### src/rtl/imem_loader_pkg.sv
// Shared constants for the instruction-memory loader: FSM encodings,
// the NOP word returned for out-of-range fetches and the default RAM depth.
package imem_loader_pkg;

    localparam logic [1:0] ST_IDLE = 2'd0;
    localparam logic [1:0] ST_LOAD = 2'd1;
    localparam logic [1:0] ST_DONE = 2'd2;

    // sll $0,$0,0 -- what the CPU executes when it fetches past the program
    localparam logic [31:0] NOP_WORD = 32'h0000_0000;

    localparam int unsigned IMEM_DEPTH = 21;

    function automatic int unsigned addr_bits(input int unsigned depth);
        return (depth > 1) ? $clog2(depth) : 1;
    endfunction

endpackage

### src/rtl/imem_loader_ram.sv
// Instruction RAM: one synchronous write port from the loader and one
// combinational byte-addressed read port for the fetch stage.
module imem_loader_ram
    import imem_loader_pkg::*;
#(
    parameter int unsigned W = IMEM_DEPTH
) (
    input  logic                      clk,
    input  logic                      we,
    input  logic [addr_bits(W)-1:0]   waddr,
    input  logic [31:0]               wdata,
    input  logic [31:0]               addr,
    output logic [31:0]               rdata
);

    localparam int unsigned AW = addr_bits(W);
    localparam logic [29:0] DEPTH_WORDS = 30'(W);

    // Contents power up cleared on the FPGA and are deliberately not reset.
    logic [31:0] mem_q [W];

    logic [29:0] word_idx;
    logic        unused_addr_bits;

    assign word_idx         = addr[31:2];
    assign unused_addr_bits = ^addr[1:0];

    always_ff @(posedge clk) begin
        if (we) begin
            mem_q[waddr] <= wdata;
        end
    end

    always_comb begin
        rdata = NOP_WORD;
        if (word_idx < DEPTH_WORDS) begin
            rdata = mem_q[word_idx[AW-1:0]];
        end
    end

endmodule

### src/rtl/imem_loader.sv
// Packs a big-endian byte stream into 32-bit words, writes them from word 0
// into the instruction RAM and holds the CPU until a load has completed.
module imem_loader
    import imem_loader_pkg::*;
#(
    parameter int unsigned W    = IMEM_DEPTH,
    parameter int unsigned LENW = 16
) (
    input  logic            clk,
    input  logic            rst,
    input  logic            start,
    input  logic [LENW-1:0] len_words,
    input  logic [7:0]      byte_in,
    input  logic            byte_valid,
    output logic            byte_ready,
    input  logic [31:0]     fetch_addr,
    output logic [31:0]     fetch_instr,
    output logic            cpu_hold,
    output logic            done,
    output logic            err,
    output logic [LENW-1:0] words_loaded
);

    localparam int unsigned AW = addr_bits(W);

    logic [1:0]      state_q, state_d;
    logic [1:0]      byte_cnt_q, byte_cnt_d;
    logic [23:0]     shift_q, shift_d;
    logic [LENW-1:0] word_idx_q, word_idx_d;
    logic [LENW-1:0] words_loaded_q, words_loaded_d;
    logic [LENW-1:0] len_q, len_d;
    logic            loaded_q, loaded_d;
    logic            done_q, done_d;
    logic            err_q, err_d;

    logic            ram_we;
    logic [31:0]     ram_wdata;
    logic            accept;
    logic [LENW-1:0] words_next;

    assign byte_ready = (state_q == ST_LOAD);
    assign accept     = byte_valid && byte_ready;
    assign words_next = words_loaded_q + LENW'(1);

    always_comb begin
        state_d        = state_q;
        byte_cnt_d     = byte_cnt_q;
        shift_d        = shift_q;
        word_idx_d     = word_idx_q;
        words_loaded_d = words_loaded_q;
        len_d          = len_q;
        loaded_d       = loaded_q;
        done_d         = 1'b0;
        err_d          = 1'b0;
        ram_we         = 1'b0;
        ram_wdata      = {shift_q, byte_in};

        case (state_q)
            ST_IDLE, ST_DONE: begin
                if (start) begin
                    if (32'(len_words) > W) begin
                        err_d = 1'b1;
                    end else if (len_words == '0) begin
                        state_d        = ST_DONE;
                        words_loaded_d = '0;
                        done_d         = 1'b1;
                        loaded_d       = 1'b1;
                    end else begin
                        state_d        = ST_LOAD;
                        len_d          = len_words;
                        byte_cnt_d     = 2'd0;
                        word_idx_d     = '0;
                        words_loaded_d = '0;
                        loaded_d       = 1'b0;
                    end
                end
            end
            ST_LOAD: begin
                if (accept) begin
                    if (byte_cnt_q == 2'd3) begin
                        ram_we         = 1'b1;
                        byte_cnt_d     = 2'd0;
                        word_idx_d     = word_idx_q + LENW'(1);
                        words_loaded_d = words_next;
                        if (words_next == len_q) begin
                            state_d  = ST_DONE;
                            done_d   = 1'b1;
                            loaded_d = 1'b1;
                        end
                    end else begin
                        shift_d    = {shift_q[15:0], byte_in};
                        byte_cnt_d = byte_cnt_q + 2'd1;
                    end
                end
            end
            default: state_d = ST_IDLE;
        endcase
    end

    // The partial word in shift_q is dropped on reset; RAM is left alone.
    always_ff @(posedge clk) begin
        if (rst) begin
            state_q        <= ST_IDLE;
            byte_cnt_q     <= 2'd0;
            shift_q        <= '0;
            word_idx_q     <= '0;
            words_loaded_q <= '0;
            len_q          <= '0;
            loaded_q       <= 1'b0;
            done_q         <= 1'b0;
            err_q          <= 1'b0;
        end else begin
            state_q        <= state_d;
            byte_cnt_q     <= byte_cnt_d;
            shift_q        <= shift_d;
            word_idx_q     <= word_idx_d;
            words_loaded_q <= words_loaded_d;
            len_q          <= len_d;
            loaded_q       <= loaded_d;
            done_q         <= done_d;
            err_q          <= err_d;
        end
    end

    assign cpu_hold     = ~loaded_q;
    assign done         = done_q;
    assign err          = err_q;
    assign words_loaded = words_loaded_q;

    imem_loader_ram #(
        .W (W)
    ) u_ram (
        .clk   (clk),
        .we    (ram_we),
        .waddr (word_idx_q[AW-1:0]),
        .wdata (ram_wdata),
        .addr  (fetch_addr),
        .rdata (fetch_instr)
    );

endmodule

### config.mk
export PLATFORM = sky130hd
export DESIGN_NAME = imem_loader
export DESIGN_NICKNAME = d
export VERILOG_FILES = /design/src/rtl/imem_loader_pkg.sv /design/src/rtl/imem_loader_ram.sv /design/src/rtl/imem_loader.sv
export SDC_FILE = /design/constraint.sdc
export NUM_CORES = 1
export LEC_CHECK = 0
export ABC_AREA = 1
export BUFFER_PORTS_ARGS = -buffer_cell sky130_fd_sc_hd__buf_2
export CAP_MARGIN = 10
export CORE_MARGIN = 8
export CORE_UTILIZATION = 25
export DETAILED_ROUTE_END_ITERATION = 10
export PLACE_DENSITY = 0.46
export SETUP_SLACK_MARGIN = 0.3
export SKIP_LAST_GASP = 1
export SYNTH_ARGS = -nofsm -noshare
export SYNTH_HDL_FRONTEND = slang
export SYNTH_SLANG_ARGS = --single-unit
### constraint.sdc
create_clock -name clk -period 5.09 [get_ports clk]
set_clock_uncertainty 0.1 [all_clocks]
set_input_delay 0.2545 -clock clk [delete_from_list [all_inputs] [get_ports clk]]
set_output_delay 0.2545 -clock clk [all_outputs]
set_load 0.02 [all_outputs]
======== After elaboration in Yosys (flattened, before gate mapping) ========
Memories as Yosys holds them, arrays and structs flattened.
Cells that the tools add are included.
cells by class
  eq/ne operators ......................... 10
  add/sub/neg operators ................... 3
  reduce and logical (&&, ||, !) cells .... 13
  magnitude comparators ................... 2
  mux-type cells .......................... 44
  bitwise logic cells ..................... 6
operators by type and width
  cell                     number
  $mux W16                 9
  $pmux W16 S2             2
  $add A16 B1 Y16 const B  2
  $mux W32                 1
  $lt A30 B5 Y1 const B    1
  $mux W2                  11
  $mux W1                  17
  $eq A16 B16 Y1           1
  $gt A16 B5 Y1 const B    1
  $logic_not A16 Y1        1
  $reduce_and A5 Y1        3
  $reduce_and A6 Y1        2
  $pmux W2 S2              2
  $ne A2 B1 Y1 const B     3
  $ne A2 B2 Y1 const B     3
  $not A1 Y1               6
  $eq A2 B2 Y1 const B     2
  $pmux W1 S2              2
  $reduce_and A4 Y1        1
  $reduce_and A3 Y1        1
  $reduce_or A3 Y1         1
  $add A2 B1 Y2 const B    1
  $eq A2 B1 Y1 const B     1
  $logic_not A2 Y1         1
  3 further kinds          3
storage, ports and cells
  output and inout port bits .............. 52
  memories ................................ 1
  memory bits (writable) .................. 672
  register bits after elaboration ......... 79
memories
  memory       words  bits a word  rd ports  clocked after Yosys merged registers in  write ports  line                   text
  u_ram.mem_q  21     32           1         0                                        1            imem_loader_ram.sv:20  logic [31:0] mem_q [W];

======== Depth between registers and ports, before layout ========
Gate-level depths: netlist of the first run.
  depth in word-level cells ............... 6
  gate-level depth with buffers ........... 16
  mapped depth without buffers ............ 16

======== Hierarchy ========
Synthesis of the first run repeated with hierarchy kept, for this count alone.
unflattened totals
  cells, all modules ...................... 2774
  area, all modules ....................... 30748.2 µm²
by module, submodules not included
  module           cells an instance  area each (µm²)  sequential area each (µm²)  instances
  imem_loader_ram  2251               27322.5          20179.4                     1
  imem_loader      523                3425.8           1361.3                      1

======== Least setup slack after synthesis of the first run ========
No wires, ideal clock.
  path kind ............................... register to register
  start point ............................. register state_q[0]
  end point ............................... memory u_ram.mem_q[20][0] (enable)
  buffers on the path ..................... 0
  data required time ...................... 4529 ps
  slack ................................... 978 ps
  stages on the path, launching flop included .. 9
  period minus slack after synthesis ...... 4112 ps
  setup time .............................. 461 ps
  arrival time ............................ 3551 ps
  path through ............................ dfxtp_1 -> inv_1 -> nor2_4 -> inv_1 -> nor2_2 -> inv_1 -> nor2_2 -> nand3_1 -> nor3_1
between the ends
  word-level cells in the longest chain between the ends .. 6
ends and longest elaborated chain
  what                               line                   text
  from (decl)                        imem_loader.sv:26      logic [1:0] state_q, state_d;
  from (signal assigned)             imem_loader.sv:113     state_q <= state_d;
  $eq A2 B1 Y1 (*)                   imem_loader.sv:41      assign byte_ready = (state_q == ST_LOAD);
  named net byte_ready               imem_loader.sv:15      output logic byte_ready,
  $logic_and A1 B1 Y1                imem_loader.sv:42      assign accept = byte_valid && byte_ready;
  $mux W1                            imem_loader.sv:79      if (accept) begin
  $mux W1 (*)                        imem_loader.sv:58      case (state_q)
  $mux W1 (*)                        imem_loader_ram.sv:29  if (we) begin
  $mux W1 (implied by the code) (*)  imem_loader_ram.sv:30  mem_q[waddr] <= wdata;
  to (decl)                          imem_loader_ram.sv:20
Mark *: on every way through the listed nets, which the timed path passes. The rest lies on a longest branch.

======== Worst setup path after layout of the first run ========
  start point ............................. register state_q[0]
  end point ............................... memory u_ram.mem_q[5][7] (enable)
between the ends
  word-level cells in the longest chain between the ends .. 6
ends and longest elaborated chain
  what                               line
  $eq A2 B1 Y1 (*)                   imem_loader.sv:41, imem_loader.sv:58
  $logic_and A1 B1 Y1                imem_loader.sv:42
  $mux W1                            imem_loader.sv:79
  $mux W1 (*)                        imem_loader.sv:58
  $mux W1 (*)                        imem_loader_ram.sv:29
  $mux W1 (implied by the code) (*)  imem_loader_ram.sv:30
Every way passes the cells marked *; elsewhere a longest branch is shown, timed or not.

==> results.json, run 1 <==
{
  "power.internal_mw": 10.2,
  "power.density_nw_per_um2": 367,
  "final_cell_count_no_fill": 4293,
  "grt_pass1_wl_um": 131000,
  "hold_violations": 0,
  "synth_seq_cells": 740,
  "cts.sinks": 740,
  "synth.most_common_cell": "edfxtp_1",
  "cp_common_cell": "inv_1",
  "setup_viol": 0,
  "rsz0062_at_grt": "false",
  "die_y_um": 363,
  "crit_type": "register to register",
  "synthArstFlopShare": 0,
  "synth_area_leader_cell": "edfxtp_1",
  "ys_top_cells_by_area": "edfxtp_1, nand2_1, a21oi_1, dfxtp_1, nand3_1",
  "placed_cells": 4128,
  "min_period_over_period": 0.705,
  "p_clk_frac": 0.455,
  "drv_slew": 0,
  "avgViaCountPerCell": 4.67,
  "synth.avg_cell_area_um2": 11.9,
  "first_pass_iters": 5,
  "path_cells": "inv_1, nor2_4, inv_1, nor2_2, inv_1, nor2_2, nand2_1, nor2_4, buf_4",
  "drtIter0Drc": 1612,
  "min_path_type": "input port to register",
  "num_rows": 127,
  "synthesis.area_um2": 30000,
  "die_w_um": 363,
  "cp-end-kind": "register",
  "cts_root_buf": "clkbuf_16",
  "yosysWarnings": 0,
  "cts_made_buffers": 80,
  "maxSlewHeadroom": 0.353,
  "ir_worst_vdd_v": 0.000212,
  "synth_common_cells": "edfxtp_1, nand2_1, a21oi_1, nand3_1, nor2_1",
  "crit_slowest_cell": "nor2_4",
  "grt_max_degree": 150,
  "p_sw_frac": 0.213,
  "maxCapViolCount": 0,
  "antenna_found_initial": 0,
  "synth_edf_count": 672,
  "cts_tree": "built",
  "slowest_delay_ns": 0.66,
  "hpwl_um": 47800,
  "h-tree-depth": 3,
  "syn_nets": 2581,
  "crit_buf_inv": 4,
  "wl_um": 89500,
  "drc": 0,
  "postCtsSetupRepairBufs": 0,
  "synth_top_area_frac": 0.672,
  "gp_congestion": 0.772,
  "wl_per_cell_um": 20.9,
  "syn_to_final_growth_pct": 18.0,
  "fmax_mhz": 279,
  "worst_pin_slew_ns": 0.968,
  "min_period_ns": 3.59,
  "clk_path_buf_depth": 3,
  "crit_family": "simple AND/OR/NAND/NOR gates",
  "grt_pass1_vias": 19300,
  "pwr-share-seq": 0.503,
  "antenna_cells": 0,
  "startpoint_type": "register",
  "pre_cts_slack_ns": 1.40,
  "net-switching-power_mw": 2.77,
  "clock_latency_ns": 0.63,
  "drt.antenna.violating_nets": 0,
  "postSynthCellCount": 2515,
  "synth_cell_types": 38,
  "design.core.area_um2": 119000,
  "layout-drive-gt1-share": 0.126,
  "required_ns": 5.27,
  "seq_area_frac_synth": 0.717,
  "status": "finished clean",
  "fill_cells": 12300,
  "cts.clk_slew.worst_paths_ns": 0.06,
  "vias": 20100,
  "finalSetupTns_ns": 0,
  "overflow": 0,
  "leakage_nw": 11.7,
  "setup_slack_ns": 1.50,
  "grt_use_total": 0.132,
  "portBuffers": 109,
  "layout.nets": 2683,
  "path_max_fanout": 18,
  "io_pins": 112,
  "critPathArrivalTime_ns": 3.76,
  "comb_power_share": 0.042,
  "dieArea_um2": 131000,
  "synthFlopType": "edfxtp_1",
  "start_util": 0.251
}
-- sequential cells by signal, summed over array words and instances (netlist names) --
signal	cells
words_loaded	16
done	1
u_ram.mem_q	672
err	1
state_q	2
len_q	16
loaded_q	1
shift_q	24
byte_cnt_q	2
word_idx_q	5
-- repair_timing --
item                      4_1_cts  5_1_grt
hold endpoints to repair      188        0
gates resized for setup         0        0
hold buffers                   19        0
-- worst reg2reg max path, cell delays in order, from the launching register on --
cell,delay [ns]
dfxtp_1,0.36
inv_1,0.12
nor2_4,0.17
inv_1,0.32
nor2_2,0.20
inv_1,0.09
nor2_2,0.34
nand2_1,0.41
nor2_4,0.66
buf_4,0.46
-- layout by cell type (no fill, tap or decap), types with 5 or more instances in the layout --
cell / n
buf_12: 8
clkbuf_8: 8
a21oi_1: 299
clkinv_2: 20
dfxtp_1: 68
nor4_1: 5
a211oi_1: 31
bufinv_16: 8
nand4_1: 12
dlygate4sd3_1: 19
buf_2: 106
o21ai_1: 5
buf_4: 45
a221o_1: 35
o22ai_1: 33
o21ai_0: 114
ha_1: 6
nor2_2: 8
clkinv_1: 12
inv_1: 59
clkbuf_1: 12
a22oi_1: 58
edfxtp_1: 672
nand2_1: 514
clkbuf_16: 84
nor2_1: 158
nor2_4: 25
nand2_2: 6
nand3_1: 215
-- routing by layer --
layer  up-vias  part of all wire  global-route usage
met2       488              0.48               0.224
met5         -                 0                   0
met3       100             0.049              0.0195
li1       9383                 -                   -
met1     10100              0.45               0.175
met4         0             0.020              0.0350
-- cells by family (layout without fill, tap and decap cells) --
logic type,count (synthesis),after routing,synth area share
buf+inv,228,394,0.0323
xor+xnor,4,4,0.00208
simple gates,955,955,0.134
compound gates,582,582,0.112
flops,740,740,0.717
fa+ha+maj,6,6,0.00250
-- per-stage QoR --
stage	power, mW	hold WS [ns]	area [um^2]	utilization
after floorplan	7.03	0.253	30000	-
after global placement	7.22	0.352	32600	0.273
after detailed placement	7.22	0.344	32600	0.273
after CTS	13.2	0.00663	35400	0.297
after global routing	13.4	0.0922	35400	0.297
final	13.0	0.0458	35400	0.297
-- layout make-up --
type | count | area [um^2] | share of cell area
sequential | 740 | 21500 | 0.608
multi-input combinational | 1547 | 7680 | 0.217
clock buffer | 104 | 2260 | 0.0637
tap | 1612 | 2020 | 0.0569
timing repair buffer | 181 | 1260 | 0.0355
clock inverter | 42 | 418 | 0.0118
inverter | 67 | 265 | 0.00749
-- power by group through the flow --
stage	logic [mW]	registers [mW]	clock network, mW
finish	0.549	6.55	5.92
global route	0.611	6.55	6.29
CTS	0.558	6.55	6.07
detailed placement	0.546	6.68	0
global placement	0.545	6.68	0
floorplan	0.351	6.68	0
-- final timing paths --
check	start	end	slack, ns	cells past startpoint
hold reg to reg	loaded_q	loaded_q	0.36	2
setup reg to reg	state_q[0]	u_ram.mem_q[5][7]	1.50	9
setup / recovery	state_q[0]	u_ram.mem_q[5][7]	1.50	9
hold / removal	len_words[7]	done	0.05	7
Power figures use the tool's default switching activity.
==> run 2: changes to the inputs <==
--- a/config.mk
+++ b/config.mk
@@ -11,7 +11,7 @@
 export CORE_MARGIN = 8
 export CORE_UTILIZATION = 25
 export DETAILED_ROUTE_END_ITERATION = 10
-export PLACE_DENSITY = 0.46
+export PLACE_DENSITY = 0.47
 export SETUP_SLACK_MARGIN = 0.3
 export SKIP_LAST_GASP = 1
 export SYNTH_ARGS = -nofsm -noshare
==> constraint.sdc (replaced) <==
create_clock -name clk -period 3.3 [get_ports clk]
set_clock_uncertainty 0.1 [all_clocks]
set_input_delay 0.165 -clock clk [delete_from_list [all_inputs] [get_ports clk]]
set_output_delay 0.165 -clock clk [all_outputs]
set_load 0.02 [all_outputs]
==> run 2 against run 1 <==
Against the previous run: utilization grew 0.50 points; global-route usage grew 0.15 points; non-clock buffer count grew 45; cell count grew 0.98%; power grew 52%; sequential share of layout area shrank 0.99 points.
==> results.json, run 2 (synthesis gave the netlist of run 1 again) <==
{
  "wl_per_cell_um": 20.8,
  "layout-drive-gt1-share": 0.136,
  "top_register": "u_ram.mem_q",
  "largest_register_ffs": 672,
  "leakage_nw": 11.9,
  "final_cell_mix": "edfxtp_1, nand2_1, a21oi_1",
  "layout.nets": 2728,
  "crit_slowest_cell": "nor2_4",
  "rsz0062_at_grt": "false",
  "die_w_um": 363,
  "min_period_over_period": 0.846,
  "grt_use_total": 0.133,
  "avgViaCountPerCell": 4.66,
  "multi_input_area_um2": 7720,
  "drc": 0,
  "design.core.area_um2": 119000,
  "min_period_ns": 2.79,
  "die_y_um": 363,
  "syn_to_final_growth_pct": 20.0,
  "hpwl_um": 49300,
  "path_max_fanout": 14,
  "cts.clk_slew.worst_paths_ns": 0.06,
  "layout_commonest_cell": "edfxtp_1",
  "io_pins": 112,
  "portBuffers": 109,
  "regArea_um2": 21500,
  "drtIter0Drc": 1600,
  "clock_latency_ns": 0.64,
  "power.density_nw_per_um2": 548,
  "drt.antenna.violating_nets": 0,
  "min_path_type": "input port to register",
  "num_rows": 127,
  "drv_slew": 0,
  "crit_type": "register to register",
  "grt_pass1_vias": 19800,
  "cts_made_buffers": 80,
  "maxCapViolCount": 0,
  "required_ns": 3.51,
  "status": "finished clean",
  "worst_pin_slew_ns": 0.933,
  "cts_root_buf": "clkbuf_16",
  "dieArea_um2": 131000,
  "cts_tree": "built",
  "wl_um": 90100,
  "startpoint_type": "register",
  "hold_violations": 0,
  "h-tree-depth": 3,
  "cp_common_cell": "inv_1",
  "gp_congestion": 0.796,
  "cts.sinks": 740,
  "vias": 20200,
  "ir_worst_vdd_v": 0.000298,
  "slowest_delay_ns": 0.47,
  "path_cells": "inv_1, nor2_4, inv_1, nor2_2, inv_1, nor2_2, nand2_1, nor2_4, buf_12",
  "critPathArrivalTime_ns": 3.00,
  "grt_pass1_wl_um": 133000,
  "cp-end-kind": "register",
  "reg_top3": "u_ram.mem_q (672), shift_q (24)",
  "fmax_mhz": 358,
  "start_util": 0.251,
  "post-route-util": 0.302,
  "overflow": 0,
  "grt_max_degree": 86,
  "setup_viol": 0,
  "maxSlewHeadroom": 0.377,
  "antenna_found_initial": 1,
  "fill_cells": 12200,
  "clk_path_buf_depth": 3,
  "finalSetupTns_ns": 0,
  "first_pass_iters": 7
}
## run 2: changes by cell type in the layout (fill, tap and decap cells not counted), moves of 2 or more
cell / change
clkbuf_1: +14
dfxtp_4: +2
nor2_2: +2
nor3_4: +3
clkbuf_8: -4
buf_12: +29
buf_4: +16
nor2_1: -2
dfxtp_1: -2
clkinv_2: -10
bufinv_16: -4
nor3_2: -3
## run 2: area by class of cell
type                    instances  share of cell area
inverters                      67             0.00736
repair buffers                226              0.0543
diodes                          1           0.0000695
clock inverters                27             0.00677
multi-input cells            1547               0.214
flip-flops and latches        740               0.598
clock buffers                 115              0.0633
well taps                    1612              0.0560
## run 2: report_power, final
group	internal (mW)	leakage (nW)	total [mW]	switching, mW
sequential	10.1	6.10	10.1	0.000715
clock	5.11	1.23	8.75	3.64
combinational	0.293	4.57	0.893	0.599
total	15.5	11.9	19.7	4.24
## run 2: worst max-delay path: cells and delay by family (launching register included)
family	cells	cell delay (ns)
flops	1	0.37
simple gates	5	1.46
buf+inv	4	0.52
## run 2: metrics by stage
stage | instances | instance area (um^2) | setup WS [ns] | hold slack, ns | power (mW)
after floorplan | 2515 | 30100 | 0.0638 | 0.164 | 10.8
after global placement | 4171 | 33300 | 0.525 | 0.347 | 11.2
after detailed placement | 4171 | 33300 | 0.546 | 0.347 | 11.2
after CTS | 4333 | 36000 | 0.384 | 0.160 | 20.0
after global routing | 4334 | 36000 | 0.317 | 0.246 | 20.4
final | 4335 | 36000 | 0.509 | 0.224 | 19.7
## run 2: worst paths after layout
check | cells past startpoint | slack, ns | end | startpoint
worst min register to register | 2 | 0.36 | loaded_q | loaded_q
worst max register to register | 9 | 0.51 | u_ram.mem_q[11][16] | state_q[0]
worst min-delay path | 8 | 0.22 | state_q[0] | len_words[7]
worst max-delay path | 9 | 0.51 | u_ram.mem_q[11][16] | state_q[0]
## run 2: what timing repair did
item                                    in CTS  in global routing
setup buffers                                0                  1
endpoints found under the hold margin      193                  0
hold buffers                                20                  0
endpoints found under the setup margin       0                  1
resized for setup                            0                  9
## run 2: metal layers
metal  track usage  vias to the layer above  part of all wire
met2         0.223                      501              0.48
li1              -                     9460                 -
met5             0                        -                 0
met1         0.179                    10100              0.46
met4        0.0357                        0             0.021
met3        0.0204                      131             0.047
==> run 3: changes to the inputs <==
==> constraint.sdc (replaced) <==
create_clock -name clk -period 2.5 [get_ports clk]
set_clock_uncertainty 0.1 [all_clocks]
set_input_delay 0.125 -clock clk [delete_from_list [all_inputs] [get_ports clk]]
set_output_delay 0.125 -clock clk [all_outputs]
set_load 0.02 [all_outputs]
==> run 3 against run 2 <==
Against the previous run: non-clock buffer count rose by 42; count of clock-buffer cells in the layout fell by 8; register-to-register slack got worse by 0.16 ns; die area did not move; flip-flop and latch count did not move; power rose by 32%; utilization rose by 0.93 points; global-route usage rose by 0.36 points; sequential share of layout area fell by 1.8 points; first-iteration DRC count rose by 17%; critical endpoint is now fetch_instr[13]; largest power group unchanged.
==> results.json, run 3 (synthesis gave the netlist of run 1 again) <==
{
  "status": "finished clean",
  "setup_slack_ns": 0.147,
  "top_register": "u_ram.mem_q",
  "post-route-util": 0.311,
  "drtIter0Drc": 1871,
  "grt_use_total": 0.137,
  "cts.sinks": 740,
  "drt.antenna.violating_nets": 0,
  "final_cell_mix": "edfxtp_1, nand2_1, a21oi_1",
  "path_cells": "a21oi_2, a221o_1, nand3_2, a21oi_2, a211oi_2, buf_4, buf_6",
  "crit_slowest_cell": "a221o_1",
  "required_ns": 2.28,
  "wl_um": 93500,
  "gp_congestion": 0.781,
  "hpwl_um": 50900,
  "cp-end-kind": "output pin",
  "leakage_nw": 12.3,
  "dieArea_um2": 131000,
  "vias": 20600,
  "syn_to_final_growth_pct": 23.7,
  "fill_cells": 12100,
  "cp_common_cell": "a21oi_2",
  "setup_viol": 0,
  "crit_type": "register to output pin",
  "antenna_cells": 0,
  "antenna_found_initial": 0,
  "num_rows": 127,
  "worst_pin_slew_ns": 0.862,
  "hold_violations": 0,
  "design.core.area_um2": 119000,
  "path_max_fanout": 1,
  "io_pins": 112,
  "placed_cells": 4202,
  "drc": 0,
  "layout-drive-gt1-share": 0.188,
  "h-tree-depth": 3,
  "timing.hold.ws_ns": 0.128,
  "portBuffers": 109,
  "fmax_mhz": 425,
  "maxSlewHeadroom": 0.424,
  "grt_pass1_vias": 20400,
  "grt_max_degree": 68,
  "largest_register_ffs": 672,
  "wl_per_cell_um": 21.3,
  "maxCapViolCount": 0,
  "start_util": 0.251,
  "min_period_over_period": 0.941,
  "crit_buf_inv": 2,
  "grt_pass1_wl_um": 137000,
  "crit_family": "compound AO/OA/AOI/OAI gates",
  "final_cell_count_no_fill": 4381,
  "layout.nets": 2769,
  "ir_worst_vdd_v": 0.000463,
  "die_w_um": 363,
  "slowest_delay_ns": 0.37,
  "overflow": 0,
  "first_pass_iters": 5,
  "avgViaCountPerCell": 4.71,
  "die_y_um": 363,
  "min_period_ns": 2.35,
  "power.density_nw_per_um2": 703,
  "clock_latency_ns": 0.65,
  "drv_slew": 0,
  "reg_top3": "u_ram.mem_q (672), shift_q (24)",
  "min_path_type": "input port to register",
  "critPathArrivalTime_ns": 2.13,
  "cts.clk_slew.worst_paths_ns": 0.06,
  "cts_made_buffers": 79,
  "rsz0062_at_grt": "true",
  "cts_tree": "built",
  "cts_root_buf": "clkbuf_16",
  "startpoint_type": "register",
  "layout_commonest_cell": "edfxtp_1",
  "pre_cts_slack_ns": 0.0966,
  "clk_path_buf_depth": 3
}
run 3: changes by cell type in the layout (fill, tap and decap cells not counted), sizes merged:
cell	delta
clkbuf	-6
diode	-1
bufinv	-1
bufbuf	+1
inv	-1
clkinv	+15
dlygate4sd3	-1
buf	+40
run 3: repair_timing:
item,CTS,global route
setup endpoints to repair,356,68
cloned,1,2
endpoints found under the hold margin,192,0
buffers inserted,2,8
hold buffers,19,0
pin swaps,17,53
resized for setup,75,89
run 3: final timing paths:
check                            from              end  slack (ns)  depth (start not counted)
setup / recovery  u_ram.mem_q[11][13]  fetch_instr[13]        0.15                          7
hold / removal           len_words[4]       state_q[0]        0.13                          7
setup reg to reg      words_loaded[1]       state_q[0]        0.35                         15
hold reg to reg              loaded_q         loaded_q        0.36                          2
run 3: stage by stage:
| step | total power, mW | cell area [um^2] | setup TNS [ns] |
|---|---|---|---|
| 2_1_floorplan | 14.3 | 30200 | -4.56 |
| 3_3_place_gp | 14.8 | 33600 | 0 |
| 3_5_place_dp | 14.8 | 33600 | 0 |
| 4_1_cts | 26.4 | 36700 | 0 |
| 5_1_grt | 27.0 | 37100 | 0 |
| 6_report | 26.1 | 37100 | 0 |
run 3: worst min-delay path, delay by kind of cell:
kind            cells  cell delay [ns]
compound gates      3             0.34
buf+inv             3             0.21
simple gates        1             0.14
run 3: power by group:
part	internal, mW	leakage, nW	switching, mW
logic	0.436	4.99	0.865
clock network	6.54	1.24	4.94
registers	13.3	6.10	0.000790
run 3: area by class of cell:
class,count,area [um^2],share of cell area
clock inverters,40,324,0.00872
well taps,1612,2020,0.0543
flip-flops and latches,740,21600,0.581
multi-input cells,1547,8160,0.220
clock buffers,107,2210,0.0594
inverters,67,265,0.00714
repair buffers,268,2610,0.0701
run 3: per-layer routing:
layer  vias to the layer above  track usage  part of all wire
li1                       9562            -                 -
met1                     10400        0.178              0.44
met2                       559        0.230              0.48
met3                       129       0.0216             0.050
met4                         0       0.0481             0.028
met5                         -            0                 0
